==> src/rtl/hazard_pkg.sv <==
// Shared types and constants for the hazard/forwarding controller.
// Stage shadow record plus forwarding-select codes.
package hazard_pkg;

  localparam int DEF_REG_AW = 5;

  localparam logic [1:0] FWD_RF  = 2'b00;
  localparam logic [1:0] FWD_MEM = 2'b01;
  localparam logic [1:0] FWD_WB  = 2'b10;

  typedef struct packed {
    logic                  valid;
    logic [DEF_REG_AW-1:0] rd;
    logic [DEF_REG_AW-1:0] rs1;
    logic [DEF_REG_AW-1:0] rs2;
    logic                  use_rs1;
    logic                  use_rs2;
    logic                  reg_write;
    logic                  mem_read;
  } stage_rec_t;

  // A record writes a real register (x0 never counts).
  function automatic logic is_writer(stage_rec_t r);
    return r.valid && r.reg_write && (r.rd != '0);
  endfunction

  // Operand source for one EX operand; MEM beats WB, MEM loads never forward.
  function automatic logic [1:0] fwd_sel(
    stage_rec_t            ex,
    stage_rec_t            mem,
    stage_rec_t            wb,
    logic                  use_src,
    logic [DEF_REG_AW-1:0] src
  );
    logic [1:0] sel;
    sel = FWD_RF;
    if (ex.valid && use_src) begin
      if (is_writer(mem) && !mem.mem_read && (mem.rd == src)) begin
        sel = FWD_MEM;
      end else if (is_writer(wb) && (wb.rd == src)) begin
        sel = FWD_WB;
      end
    end
    return sel;
  endfunction

endpackage

==> src/rtl/hazard_stage_reg.sv <==
// One shadow pipeline-stage record.
// Sync clear wins; bubble invalidates the incoming record.
module hazard_stage_reg
  import hazard_pkg::*;
(
  input  logic       clk,
  input  logic       rst,
  input  logic       bubble,
  input  stage_rec_t d,
  output stage_rec_t q
);

  stage_rec_t rec_d;
  stage_rec_t rec_q;

  // Next record: the upstream record, squashed when bubbled.
  always_comb begin
    rec_d = d;
    if (bubble) begin
      rec_d.valid = 1'b0;
    end
  end

  // Register with synchronous clear.
  always_ff @(posedge clk) begin
    if (rst) begin
      rec_q <= '0;
    end else begin
      rec_q <= rec_d;
    end
  end

  assign q = rec_q;

endmodule

==> src/rtl/hazard_ctl.sv <==
// Hazard and forwarding controller for the 5-stage pipeline.
// Shadows EX/MEM/WB, issues stall/bubble/flush and EX forward selects.
module hazard_ctl
  import hazard_pkg::*;
#(
  parameter int REG_AW = DEF_REG_AW,
  parameter int CNT_W  = 16
) (
  input  logic              clk,
  input  logic              rst,
  input  logic              id_valid,
  input  logic [REG_AW-1:0] id_rs1,
  input  logic [REG_AW-1:0] id_rs2,
  input  logic              id_use_rs1,
  input  logic              id_use_rs2,
  input  logic [REG_AW-1:0] id_rd,
  input  logic              id_regWrite,
  input  logic              id_memRead,
  input  logic              ex_pcSel,
  output logic              stall_if_id,
  output logic              bubble_id_ex,
  output logic              flush_if_id,
  output logic [1:0]        fwdA,
  output logic [1:0]        fwdB,
  output logic [CNT_W-1:0]  stall_cnt,
  output logic [CNT_W-1:0]  flush_cnt
);

  localparam logic [CNT_W-1:0] CNT_MAX = {CNT_W{1'b1}};

  stage_rec_t id_rec;
  stage_rec_t ex_q;
  stage_rec_t mem_q;
  stage_rec_t wb_q;

  logic lu_raw;
  logic lu;

  logic [CNT_W-1:0] stall_cnt_d;
  logic [CNT_W-1:0] stall_cnt_q;
  logic [CNT_W-1:0] flush_cnt_d;
  logic [CNT_W-1:0] flush_cnt_q;

  // Pack the ID-stage inputs into a stage record.
  always_comb begin
    id_rec           = '0;
    id_rec.valid     = id_valid;
    id_rec.rd        = id_rd;
    id_rec.rs1       = id_rs1;
    id_rec.rs2       = id_rs2;
    id_rec.use_rs1   = id_use_rs1;
    id_rec.use_rs2   = id_use_rs2;
    id_rec.reg_write = id_regWrite;
    id_rec.mem_read  = id_memRead;
  end

  hazard_stage_reg u_ex (
    .clk    (clk),
    .rst    (rst),
    .bubble (~id_valid | bubble_id_ex),
    .d      (id_rec),
    .q      (ex_q)
  );

  hazard_stage_reg u_mem (
    .clk    (clk),
    .rst    (rst),
    .bubble (1'b0),
    .d      (ex_q),
    .q      (mem_q)
  );

  hazard_stage_reg u_wb (
    .clk    (clk),
    .rst    (rst),
    .bubble (1'b0),
    .d      (mem_q),
    .q      (wb_q)
  );

  // Load-use detect; masked while reset is pending on the shadows.
  always_comb begin
    lu_raw = is_writer(ex_q) && ex_q.mem_read && id_valid &&
             ((id_use_rs1 && (id_rs1 == ex_q.rd)) ||
              (id_use_rs2 && (id_rs2 == ex_q.rd)));
    lu     = lu_raw && !rst;
  end

  // Pipeline commands: a taken branch squashes the dependent instruction.
  always_comb begin
    stall_if_id  = 1'b0;
    bubble_id_ex = 1'b0;
    flush_if_id  = 1'b0;
    priority case (1'b1)
      ex_pcSel: begin
        flush_if_id  = 1'b1;
        bubble_id_ex = 1'b1;
      end
      lu: begin
        stall_if_id  = 1'b1;
        bubble_id_ex = 1'b1;
      end
      default: ;
    endcase
  end

  // EX operand forwarding selects.
  always_comb begin
    fwdA = FWD_RF;
    fwdB = FWD_RF;
    if (!rst) begin
      fwdA = fwd_sel(ex_q, mem_q, wb_q, ex_q.use_rs1, ex_q.rs1);
      fwdB = fwd_sel(ex_q, mem_q, wb_q, ex_q.use_rs2, ex_q.rs2);
    end
  end

  // Saturating event counter next values.
  always_comb begin
    stall_cnt_d = stall_cnt_q;
    flush_cnt_d = flush_cnt_q;
    if (lu && !ex_pcSel && (stall_cnt_q != CNT_MAX)) begin
      stall_cnt_d = stall_cnt_q + 1'b1;
    end
    if (ex_pcSel && (flush_cnt_q != CNT_MAX)) begin
      flush_cnt_d = flush_cnt_q + 1'b1;
    end
  end

  // Counter registers with synchronous clear.
  always_ff @(posedge clk) begin
    if (rst) begin
      stall_cnt_q <= '0;
      flush_cnt_q <= '0;
    end else begin
      stall_cnt_q <= stall_cnt_d;
      flush_cnt_q <= flush_cnt_d;
    end
  end

  assign stall_cnt = stall_cnt_q;
  assign flush_cnt = flush_cnt_q;

endmodule

==> config.mk <==
export PLATFORM = sky130hd
export DESIGN_NAME = hazard_ctl
export DESIGN_NICKNAME = d
export VERILOG_FILES = /design/src/rtl/hazard_pkg.sv /design/src/rtl/hazard_stage_reg.sv /design/src/rtl/hazard_ctl.sv
export SDC_FILE = /design/constraint.sdc
export NUM_CORES = 1
export LEC_CHECK = 0
export ABC_CLOCK_PERIOD_IN_PS = 2300
export CAP_MARGIN = 10
export CORE_MARGIN = 2
export CORE_UTILIZATION = 45
export DETAILED_ROUTE_END_ITERATION = 7
export GPL_TIMING_DRIVEN = 1
export HOLD_SLACK_MARGIN = 0.12
export PLACE_DENSITY = 0.71
export SLEW_MARGIN = 20
export SYNTH_ARGS = -nofsm -noshare
export SYNTH_HDL_FRONTEND = slang
export SYNTH_SLANG_ARGS = --single-unit
==> constraint.sdc <==
create_clock -name clk -period 2.3 [get_ports clk]
set_clock_uncertainty 0.2 [all_clocks]
set_input_delay 0.345 -clock clk [delete_from_list [all_inputs] [get_ports clk]]
set_output_delay 0.345 -clock clk [all_outputs]
set_load 0.01 [all_outputs]
* Word level (Yosys, flattened, before mapping)
Cells that the tools add are included.
Widths: inputs -> output; s select.
** Storage, ports and cells
- Register bits after elaboration :: 67
- RAM bits :: 0
- Latch bits :: 0
- Bits in read-only memories :: 0
- Output and inout bits :: 39
- Bits of input ports :: 23
- Word-level logic and storage cells :: 71
- Memories kept :: 0
** Operators by class
- Div/mod/pow operators :: 0
- $lt $le $gt $ge :: 0
- Muxes and demuxes :: 12
- $add $sub $neg :: 2
- Reduce and logical (&&, ||, !) cells :: 30
- $mul :: 0
- Shift operators :: 0
- Bitwise logic cells :: 2
- Equal/unequal tests :: 8
** Operators with widths (count)
- $add 16x1->16 const B :: 2
- $ne 16x16->1 const B :: 2
- $eq 5x5->1 :: 6
- $logic_and 1x1->1 :: 22
- $mux 2 :: 8
- $reduce_bool 5->1 :: 3
- $mux 1 :: 4
- $logic_not 1->1 :: 3
- $reduce_or 2->1 :: 1
- $logic_or 1x1->1 :: 1
- $not 1->1 :: 1
- $or 1x1->1 :: 1

* Logic depth before layout (Yosys ltp)
Gate-level depths: netlist (run 1).
- Depth after elaboration :: 10
- Mapped depth :: 7
- Depth with buffers taken out :: 6

* Cells and area by module
From an unflattened synthesis (run 1), not the netlist that was laid out.
** Second synthesis, totals
- Cell total of the unflattened synthesis :: 387
- Area, all modules :: 3870.0 µm²
** Modules (own cells, without submodules)
- hazard_ctl :: area each 2237.1 µm², sequential area each 640.6 µm², cells an instance 261, instances 1
- hazard_stage_reg :: area each 544.3 µm², sequential area each 400.4 µm², cells an instance 42, instances 3

* Least setup slack after synthesis (run 1)
Ideal clock, no wire load.
- Kind :: input-to-output
- From :: input id_rs1[4]
- To :: output stall_if_id
- Setup slack :: 85 ps
- Path buffers :: 2
- Cell stages on the path :: 6
- Arrival time :: 1670 ps
- Cell sequence :: xor2_1 -> nor4_1 -> a32oi_2 -> buf_2 -> buf_2 -> nor3_1
** On the way
- Longest elaborated chain between the ends :: 7
** Ends and longest elaborated chain
- from (decl) :: line hazard_ctl.sv:12 : input logic [REG_AW-1:0] id_rs1,
- $eq 5x5->1 :: line hazard_ctl.sv:84 : ((id_use_rs1 && (id_rs1 == ex_q.rd)) ||
- $logic_and 1x1->1 :: line hazard_ctl.sv:84
- $logic_or 1x1->1 :: line hazard_ctl.sv:84
- $logic_and 1x1->1 :: line hazard_ctl.sv:83 : lu_raw = is_writer(ex_q) && ex_q.mem_read && id_valid &&
- $logic_and 1x1->1 :: line hazard_ctl.sv:86 : lu = lu_raw && !rst;
- $mux 1 (2 in series) :: line hazard_ctl.sv:94 : priority case (1'b1)
- to (decl) :: line hazard_ctl.sv:20 : output logic stall_if_id,
Every way passes these cells.

* Worst setup path after layout (run 1)
- From :: register u_mem.rec_q (netlist bit u_mem.q[17])
- To :: output fwdA[1]
** On the way
- Longest elaborated chain between the ends :: 7
- Elaborated cells between the ends (all ways) :: 8
** Ends and longest elaborated chain
- from (decl) :: line hazard_stage_reg.sv:14 : stage_rec_t rec_q;
- from (signal assigned) :: line hazard_stage_reg.sv:29 : rec_q <= rec_d;
- $reduce_bool 5->1 :: line hazard_pkg.sv:24 : return r.valid && r.reg_write && (r.rd != '0);
- $logic_and 1x1->1 :: line hazard_pkg.sv:24
- $logic_and 1x1->1 :: line hazard_pkg.sv:38 : if (is_writer(mem) && !mem.mem_read && (mem.rd == src)) begin
- $logic_and 1x1->1 (*) :: line hazard_pkg.sv:38
- $mux 2 (*) :: line hazard_pkg.sv:38
- $mux 2 (*) :: line hazard_pkg.sv:37 : if (ex.valid && use_src) begin
- $mux 2 (*) :: line hazard_ctl.sv:111 : if (!rst) begin
- to (decl) :: line hazard_ctl.sv:23 : output logic [1:0] fwdA,
Every way passes the cells marked *; elsewhere a longest branch is shown, timed or not.

==> results.yml, run 1 <==
status:
  outcome: "finished with violations"
  violations: "setup timing"
clocking:
  clock-sinks: 67
  h-tree-depth: 3
  clock_latency_ns: 0.34
  cts_root_buf: "clkbuf_8"
  numCtsBuffers: 9
  cts_tree: "done"
  path_clk_slew_ns: 0.07
  clockBufferDepth: 2
placed_design:
  dp_hpwl_um: 5130
  dp.cells: 475
  portBuffers: 61
  gp_congestion: 0.878
  dpl-instance-area_um2: 3850
timing:
  worst_pin_slew_ns: 0.737
  layout_setup_ws_ns: -0.0641
  relSlewSlack_pct: 50.9
  period_share_pct: 103
  finalCriticalPeriod_ns: 2.36
  finalHoldViolations: 0
  rsz0062_at_grt: "yes"
  timing.fmax_mhz: 423
  slew_viol_final: 0
  hold_ws_ns: 0.126
  setup-violations-final: 7
detailed_routing:
  drt_wl_total_um: 7990
  vias: 2706
  drt_pass1_iterations: 4
  wl_per_cell_um: 16.0
  drt_iter0_markers: 85
  vias_per_cell: 5.40
  postRouteAntennaNets: 0
  drc: 0
global_routing:
  grt_pass1_wl_um: 12000
  antenna_found_initial: 0
  grt_pass1_vias: 2521
  grt_use_total_pct: 20.7
  grt_max_degree: 73
  overflow: 0
setup_path:
  end_kind: "output pin"
  crit_type: "reg2out"
  cp.required_ns: 1.75
  cp.arrival_ns: 1.82
  cp-start-kind: "register"
  r2r_setup_slack_ns: -0.06
  cp_max_fo: 2
synth:
  yosysSeqAreaShare_pct: 44.0
  synthDistinctLibCells: 42
  synth_edf_count: 0
  syn_avg_cell_area_um2: 9.30
  yosysWarnings: 0
  synth_nets: 353
  synthArstFlopShare_pct: 0
  yosys_register_bits: 67
  synth_flop_cell: "dfxtp_1"
  syn_inst: 328
  syn_area_um2: 3050
layout:
  fin_cells: 501
  finish.instance_area_um2: 4350
  drive_above_1_share_pct: 24.1
  finish.net_count: 444
  final_util_pct: 67.3
  synthToLayoutAreaGrowth_pct: 42.5
  antenna_cells: 0
die:
  placementRows: 29
  initial_core_util_pct: 47.2
  coreArea_um2: 6460
  chipHeight_um: 86.3
  die-width_um: 86.3
  dieArea_um2: 7450
  io_pins: 62
power_and_ir_drop:
  power.leakage_nw: 1.69
  powerDensity_nw_per_um2: 536
  ir_worst_vdd_uv: 292
  power_mw: 2.33
min_path:
  hold_path.class: "in2reg"
job:
  maxCapViolations: 0
logic make-up (layout without fill, tap and decap cells):
family / count (synthesis) / count (layout) / synth area share [%]
AOI/OAI and AO/OA: 36 / 36 / 8.37
xor gates and xnor gates: 41 / 41 / 11.8
adders and majority gates: 2 / 2 / 0.821
buffers and inverters: 17 / 111 / 2.83
DFF: 67 / 67 / 44.0
muxes: 7 / 7 / 2.54
and+or+nand+nor: 158 / 160 / 29.7
sequential cells by signal (all words and copies together), names as in the netlist:
| signal | cells |
|---|---|
| u_ex.q | 20 |
| u_wb.q | 7 |
| stall_cnt | 16 |
| flush_cnt | 16 |
| u_mem.q | 8 |
worst max-delay path: stages, from the launching register on:
cell and delay [ns]:
dfxtp_2 0.32, or4_4 0.55, o21ai_4 0.17, nor4_2 0.08, nor4_1 0.17, buf_2 0.18
per-stage QoR:
stage	setup WS, ns	setup TNS [ns]
floorplan	0.0847	0
global placement	-0.494	-7.03
detailed placement	-0.597	-8.64
CTS	-0.198	-0.525
global route	-0.172	-1.47
finish	-0.0641	-0.307
timing repair:
action,CTS,global route
endpoints found under the hold margin,0,1
pin swaps,11,21
buffers inserted,2,3
cloned,0,4
setup endpoints to repair,20,20
gates resized for setup,44,46
hold buffers,0,1
area by class of cell:
class	instances	area, um2
tap	77	96.3
fill	522	2110
timing repair buffer	93	838
inverter	2	7.51
clock inverter	4	25.0
clock buffer	12	155
multi-input combinational	246	1870
sequential	67	1360
where the power goes:
part / total [mW] / internal [mW] / leakage [nW] / switching [mW]
sequential: 1.22 / 1.19 / 0.550 / 0.0298
clock: 0.897 / 0.447 / 0.0884 / 0.450
combinational: 0.215 / 0.116 / 1.05 / 0.0986
Yosys cell counts, types with 4 or more instances:
master | number | area, um2
mux2_1 | 4 | 45.0
a21oi_1 | 12 | 60.1
and2_1 | 5 | 31.3
or4_1 | 10 | 75.1
nor3_1 | 11 | 55.1
nand4_1 | 10 | 62.6
o31ai_1 | 7 | 52.6
clkbuf_1 | 9 | 33.8
nor4_1 | 9 | 56.3
o21ai_0 | 5 | 25.0
nand2_1 | 12 | 45.0
nand3_1 | 13 | 65.1
nor2_1 | 25 | 93.8
and3_1 | 12 | 75.1
xnor2_1 | 16 | 140
xor2_1 | 25 | 219
nor2b_1 | 39 | 244
dfxtp_1 | 67 | 1340
path summary, 6_finish.rpt:
path / end / depth (start not counted) / startpoint
worst max-delay path: fwdA[1] / 5 / u_mem.q[17]$_SDFF_PP0_
worst min-delay path: u_ex.q[13]$_SDFF_PP0_ / 2 / id_rs1[4]
worst min register to register: u_mem.q[1]$_SDFF_PP0_ / 1 / u_ex.q[1]$_SDFF_PP0_
worst max register to register: stall_cnt[8]$_SDFFE_PP0P_ / 7 / u_ex.q[18]$_SDFF_PP0_
metal layers:
layer  part of all wire, %  vias to the layer above  global-route usage [%]
met1                    44                     1287                    26.1
met2                    49                       68                    33.6
met5                     0                        -                       0
met4                   2.2                        0                    9.80
li1                      -                     1339                       -
met3                   4.7                       12                    4.67
placed cells by master (no fill, tap or decap), types with 3 or more instances in the layout:
cell type	n
clkbuf_8	11
or4_1	4
o31ai_1	3
clkdlybuf4s50_1	49
buf_4	28
a21oi_1	7
nand2_1	12
nor2b_1	39
nor3_2	4
buf_2	7
xor2_1	23
and3_1	11
buf_6	3
or4_4	6
nor4_2	5
or3_1	3
o211ai_1	3
nor3_1	6
and2_1	5
nor2_1	24
dfxtp_4	3
nand3_1	13
nand4_1	10
or3_4	3
dlymetal6s2s_1	4
dfxtp_1	62
a21oi_2	5
o21ai_0	4
xnor2_1	15
Power figures use the tool's default switching activity.
==> run 2: changes to the inputs <==
--- a/config.mk
+++ b/config.mk
@@ -6,13 +6,14 @@
 export NUM_CORES = 1
 export LEC_CHECK = 0
 export ABC_CLOCK_PERIOD_IN_PS = 2300
-export CAP_MARGIN = 10
+export CAP_MARGIN = 15
 export CORE_MARGIN = 2
 export CORE_UTILIZATION = 45
 export DETAILED_ROUTE_END_ITERATION = 7
 export GPL_TIMING_DRIVEN = 1
 export HOLD_SLACK_MARGIN = 0.12
 export PLACE_DENSITY = 0.71
+export REMOVE_ABC_BUFFERS = 1
 export SLEW_MARGIN = 20
 export SYNTH_ARGS = -nofsm -noshare
 export SYNTH_HDL_FRONTEND = slang
==> results.yml, run 2 (same netlist as run 1, synthesis figures left out) <==
power_and_ir_drop:
  power_mw: 2.62
  ir_worst_vdd_uv: 351
  power.leakage_nw: 1.74
  powerDensity_nw_per_um2: 577
clocking:
  h-tree-depth: 3
  ctsHoldBuffers: 0
  clockBufferDepth: 2
  clock-sinks: 67
  path_clk_slew_ns: 0.07
  clock_latency_ns: 0.34
  cts_tree: "done"
  cts_root_buf: "clkbuf_8"
  numCtsBuffers: 9
status:
  outcome: "finished with violations"
  violations: "setup timing"
layout:
  final_common_cell: "dfxtp_1"
  fin_cells: 501
  largest_reg_flops: 20
  fillers: 487
  mostFrequentLayoutCells: "62 x dfxtp_1, 48 x clkdlybuf4s50_1, 39 x nor2b_1"
  synthToLayoutAreaGrowth_pct: 49.0
  finish.net_count: 444
  antenna_cells: 0
  multi_input_area_um2: 1970
  finish.instance_area_um2: 4540
  drive_above_1_share_pct: 27.4
  final_util_pct: 70.3
  register_area_um2: 1350
detailed_routing:
  wl_per_cell_um: 16.3
  drt_pass1_iterations: 4
  postRouteAntennaNets: 0
  vias_per_cell: 5.52
  drt_wl_total_um: 8180
  drc: 0
  drt_iter0_markers: 101
  vias: 2765
timing:
  slew_viol_final: 0
  rsz0062_at_grt: "yes"
  finalHoldViolations: 0
  worst_pin_slew_ns: 0.792
  timing.fmax_mhz: 409
  finalCriticalPeriod_ns: 2.45
  relSlewSlack_pct: 47.2
  layout_setup_ws_ns: -0.148
  period_share_pct: 106
  setup-violations-final: 9
global_routing:
  overflow: 0
  antenna_found_initial: 0
  grt_max_degree: 73
  grt_use_total_pct: 19.6
  grt_pass1_wl_um: 11500
  grt_pass1_vias: 2501
setup_path:
  end_kind: "output pin"
  cp.arrival_ns: 1.90
  cp.required_ns: 1.75
  path_cells: "or4_4 -> o21ai_4 -> nor4_4 -> nor4_2 -> buf_2"
  crit_type: "reg2out"
  slowest_delay_ns: 0.55
  cp-start-kind: "register"
  cp_max_fo: 2
  cpMaxStageDelayCell: "or4_4"
placed_design:
  gp_congestion: 0.793
  dp_hpwl_um: 4830
  dpl-instance-area_um2: 3820
  post-place-ws_ns: -0.611
  portBuffers: 61
  dp.cells: 471
die:
  dieArea_um2: 7450
  placementRows: 29
  chipHeight_um: 86.3
  die-width_um: 86.3
  io_pins: 62
  initial_core_util_pct: 47.2
  coreArea_um2: 6460
job:
  maxCapViolations: 0
min_path:
  hold_path.class: "in2reg"
[run 2: cell types whose count changed in the layout (fill, tap and decap cells not counted), sizes merged]
cell,before,now
dlygate4sd2,1,6
clkinv,2,3
clkbuf,12,11
buf,38,37
dlymetal6s2s,4,0
clkinvlp,2,1
dlygate4sd3,1,0
clkdlybuf4s50,49,48
bufinv,0,3
[run 2: through the flow]
step	hold WS, ns	setup TNS, ns
6_report	0.171	-0.690
5_1_grt	0.180	-2.06
4_1_cts	0.166	-0.410
3_5_place_dp	0.251	-8.73
3_3_place_gp	0.245	-8.08
2_1_floorplan	0.214	0
[run 2: final cells by class]
cell class                      count  area share (%)
Clock buffer                        9            2.73
Clock inverter                      7            2.56
Inverter                            2           0.165
Multi-Input combinational cell    246            43.4
Sequential cell                    67            29.7
Tap cell                           77            2.12
Timing Repair Buffer               93            19.3
[run 2: critical path: cells and delay by family (launching register included)]
family | cells | cell delay [ns]
AND/OR/NAND/NOR | 3 | 0.90
flip-flops | 1 | 0.31
AO/OA/AOI/OAI | 1 | 0.18
buffers and inverters | 1 | 0.17
[run 2: path summary, 6_finish.rpt]
check	start	end	slack (ns)	depth (start not counted)
min	id_rs1[1]	u_ex.q[10]$_SDFF_PP0_	0.17	2
min reg2reg	u_mem.q[19]$_SDFF_PP0_	u_wb.q[19]$_SDFF_PP0_	0.27	1
max	u_mem.q[17]$_SDFF_PP0_	fwdB[1]	-0.15	5
max reg2reg	u_ex.q[14]$_SDFF_PP0_	stall_cnt[10]$_SDFFE_PP0P_	-0.04	8
[run 2: power by group]
| group | switching, mW | total, mW | leakage [nW] | internal, mW |
|---|---|---|---|---|
| sequential | 0.0278 | 1.22 | 0.549 | 1.19 |
| combinational | 0.106 | 0.228 | 1.07 | 0.122 |
| clock | 0.460 | 1.18 | 0.119 | 0.718 |
| total | 0.594 | 2.62 | 1.74 | 2.03 |
[run 2: per-layer routing]
layer	global-route usage (%)	routed length (um)	vias to the layer above
li1	-	-	1343
met1	24.1	3450	1333
met2	32.9	4220	78
met3	5.33	378	11
met4	7.53	134	0
met5	0	0	-
[run 2: repair_timing]
| item | in CTS | in global routing |
|---|---|---|
| pin swaps | 11 | 35 |
| endpoints found under the setup margin | 20 | 20 |
| gates cloned | 0 | 4 |
| buffers inserted | 3 | 7 |
| resized for setup | 48 | 62 |
==> run 3: changes to the inputs <==
--- a/config.mk
+++ b/config.mk
@@ -5,14 +5,14 @@
 export SDC_FILE = /design/constraint.sdc
 export NUM_CORES = 1
 export LEC_CHECK = 0
-export ABC_CLOCK_PERIOD_IN_PS = 2300
+export ABC_CLOCK_PERIOD_IN_PS = 2150
 export CAP_MARGIN = 15
 export CORE_MARGIN = 2
 export CORE_UTILIZATION = 45
 export DETAILED_ROUTE_END_ITERATION = 7
 export GPL_TIMING_DRIVEN = 1
 export HOLD_SLACK_MARGIN = 0.12
-export PLACE_DENSITY = 0.71
+export PLACE_DENSITY = 0.74
 export REMOVE_ABC_BUFFERS = 1
 export SLEW_MARGIN = 20
 export SYNTH_ARGS = -nofsm -noshare
==> constraint.sdc (replaced) <==
create_clock -name clk -period 2.15 [get_ports clk]
set_clock_uncertainty 0.2 [all_clocks]
set_input_delay 0.3225 -clock clk [delete_from_list [all_inputs] [get_ports clk]]
set_output_delay 0.3225 -clock clk [all_outputs]
set_load 0.01 [all_outputs]
==> results.yml, run 3 (same netlist as run 1, synthesis figures left out) <==
status:
  outcome: "finished with violations"
  violations: "setup timing"
layout:
  drive_above_1_share_pct: 28.8
  finish.net_count: 462
  final_util_pct: 71.7
  fin_cells: 518
  fillers: 484
  register_area_um2: 1360
  mostFrequentLayoutCells: "62 x dfxtp_1, 47 x clkdlybuf4s50_1, 39 x nor2b_1"
  finish.instance_area_um2: 4630
  antenna_cells: 0
  largest_reg_flops: 20
  multi_input_area_um2: 1960
  final_common_cell: "dfxtp_1"
  synthToLayoutAreaGrowth_pct: 51.8
placed_design:
  dp_hpwl_um: 5030
  dp.cells: 489
  portBuffers: 61
  dpl-instance-area_um2: 3960
  gp_congestion: 0.841
power_and_ir_drop:
  power.leakage_nw: 1.86
  powerDensity_nw_per_um2: 537
  ir_worst_vdd_uv: 372
timing:
  worst_pin_slew_ns: 0.782
  relSlewSlack_pct: 47.9
  setup-violations-final: 19
  slew_viol_final: 0
  finalCriticalPeriod_ns: 2.47
  rsz0062_at_grt: "yes"
  timing.fmax_mhz: 405
  hold_ws_ns: 0.178
  period_share_pct: 115
  finalHoldViolations: 0
  layout_setup_ws_ns: -0.320
setup_path:
  end_kind: "output pin"
  r2r_cells: 7
  cpMaxStageDelayCell: "or4_4"
  slowest_delay_ns: 0.55
  r2r-end: "stall_cnt[4]$_SDFFE_PP0P_"
  cp.required_ns: 1.63
  cp_max_fo: 2
  path_cells: "or4_4 -> o21ai_4 -> nor4_4 -> nor4_2 -> buf_2"
  worstReg2RegStart: "u_ex.q[14]$_SDFF_PP0_"
  crit_type: "reg2out"
  r2r_setup_slack_ns: -0.14
  cp-start-kind: "register"
  cp.arrival_ns: 1.95
clocking:
  clock_latency_ns: 0.34
  clockBufferDepth: 2
  cts_tree: "done"
  path_clk_slew_ns: 0.07
  h-tree-depth: 3
  cts_root_buf: "clkbuf_8"
  clock-sinks: 67
  numCtsBuffers: 9
detailed_routing:
  drt_pass1_iterations: 4
  vias: 2858
  drc: 0
  drt_iter0_markers: 146
  drt_wl_total_um: 8510
  vias_per_cell: 5.52
  wl_per_cell_um: 16.4
  postRouteAntennaNets: 0
global_routing:
  grt_max_degree: 73
  grt_use_total_pct: 22.6
  overflow: 0
  grt_pass1_vias: 2731
  antenna_found_initial: 0
  grt_pass1_wl_um: 13100
min_path:
  worstHoldEndpoint: "u_ex.q[5]$_SDFF_PP0_"
  hp-start: "id_rs2[1]"
  hold_path.class: "in2reg"
  whs_path_depth: 2
die:
  placementRows: 29
  dieArea_um2: 7450
  chipHeight_um: 86.3
  io_pins: 62
  initial_core_util_pct: 47.2
  die-width_um: 86.3
  coreArea_um2: 6460
job:
  maxCapViolations: 0
==> run 3: metrics by stage <==
| stage | worst slack, ns | TNS [ns] | total power, mW |
|---|---|---|---|
| 3_3_place_gp | -0.658 | -11.51 | 1.53 |
| 3_5_place_dp | -0.676 | -11.93 | 1.53 |
| 6_report | -0.320 | -2.55 | 2.49 |
| 5_1_grt | -0.374 | -4.08 | 2.60 |
| 4_1_cts | -0.313 | -2.98 | 2.49 |
| 2_1_floorplan | -0.0343 | -0.0343 | 1.41 |
==> run 3: area by class of cell <==
type,count,share of cell area [%]
clock inverter,5,0.649
tap,77,2.08
timing repair buffer,111,22.5
inverter,2,0.162
sequential,67,29.3
clock buffer,10,2.97
multi-input combinational,246,42.3
==> run 3: power by group <==
group	leakage (nW)	switching (mW)	internal, mW
Clock	0.0839	0.488	0.437
Sequential	0.550	0.0293	1.27
Combinational	1.23	0.118	0.141
==> run 3: worst max path at each step <==
stage                                      start                        end  slack, ns  cells after the start
after global routing      u_mem.q[15]$_SDFF_PP0_                    fwdA[1]      -0.37                      5
after detailed placement               id_rs1[4]                stall_if_id      -0.68                      6
after global placement                 id_rs1[4]                stall_if_id      -0.66                      6
after floorplan            u_ex.q[18]$_SDFF_PP0_  stall_cnt[8]$_SDFFE_PP0P_      -0.03                      5
after CTS                 u_mem.q[18]$_SDFF_PP0_                    fwdA[1]      -0.31                      5
final                     u_mem.q[15]$_SDFF_PP0_                    fwdA[1]      -0.32                      5
==> run 3: layer usage <==
| metal | vias up | GRT usage (%) | wire length, um |
|---|---|---|---|
| met5 | - | 0 | 0 |
| met4 | 0 | 9.23 | 134 |
| met3 | 14 | 5.71 | 405 |
| met2 | 89 | 37.8 | 4310 |
| met1 | 1377 | 28.0 | 3660 |
| li1 | 1378 | - | - |
==> run 3: what timing repair did <==
| item | 4_1_cts | 5_1_grt |
|---|---|---|
| gates cloned | 3 | 2 |
| pin swaps | 33 | 21 |
| setup endpoints to repair | 22 | 24 |
| setup buffers | 5 | 5 |
| hold endpoints to repair | 1 | 0 |
| hold buffers | 1 | 0 |
| resized for setup | 84 | 39 |
==> run 3: worst max-delay path, delay by kind of cell (launching register included) <==
family                 cells  cell delay, ns
and+or+nand+nor            3            0.91
DFF                        1            0.32
AOI/OAI and AO/OA          1            0.20
buffers and inverters      1            0.17
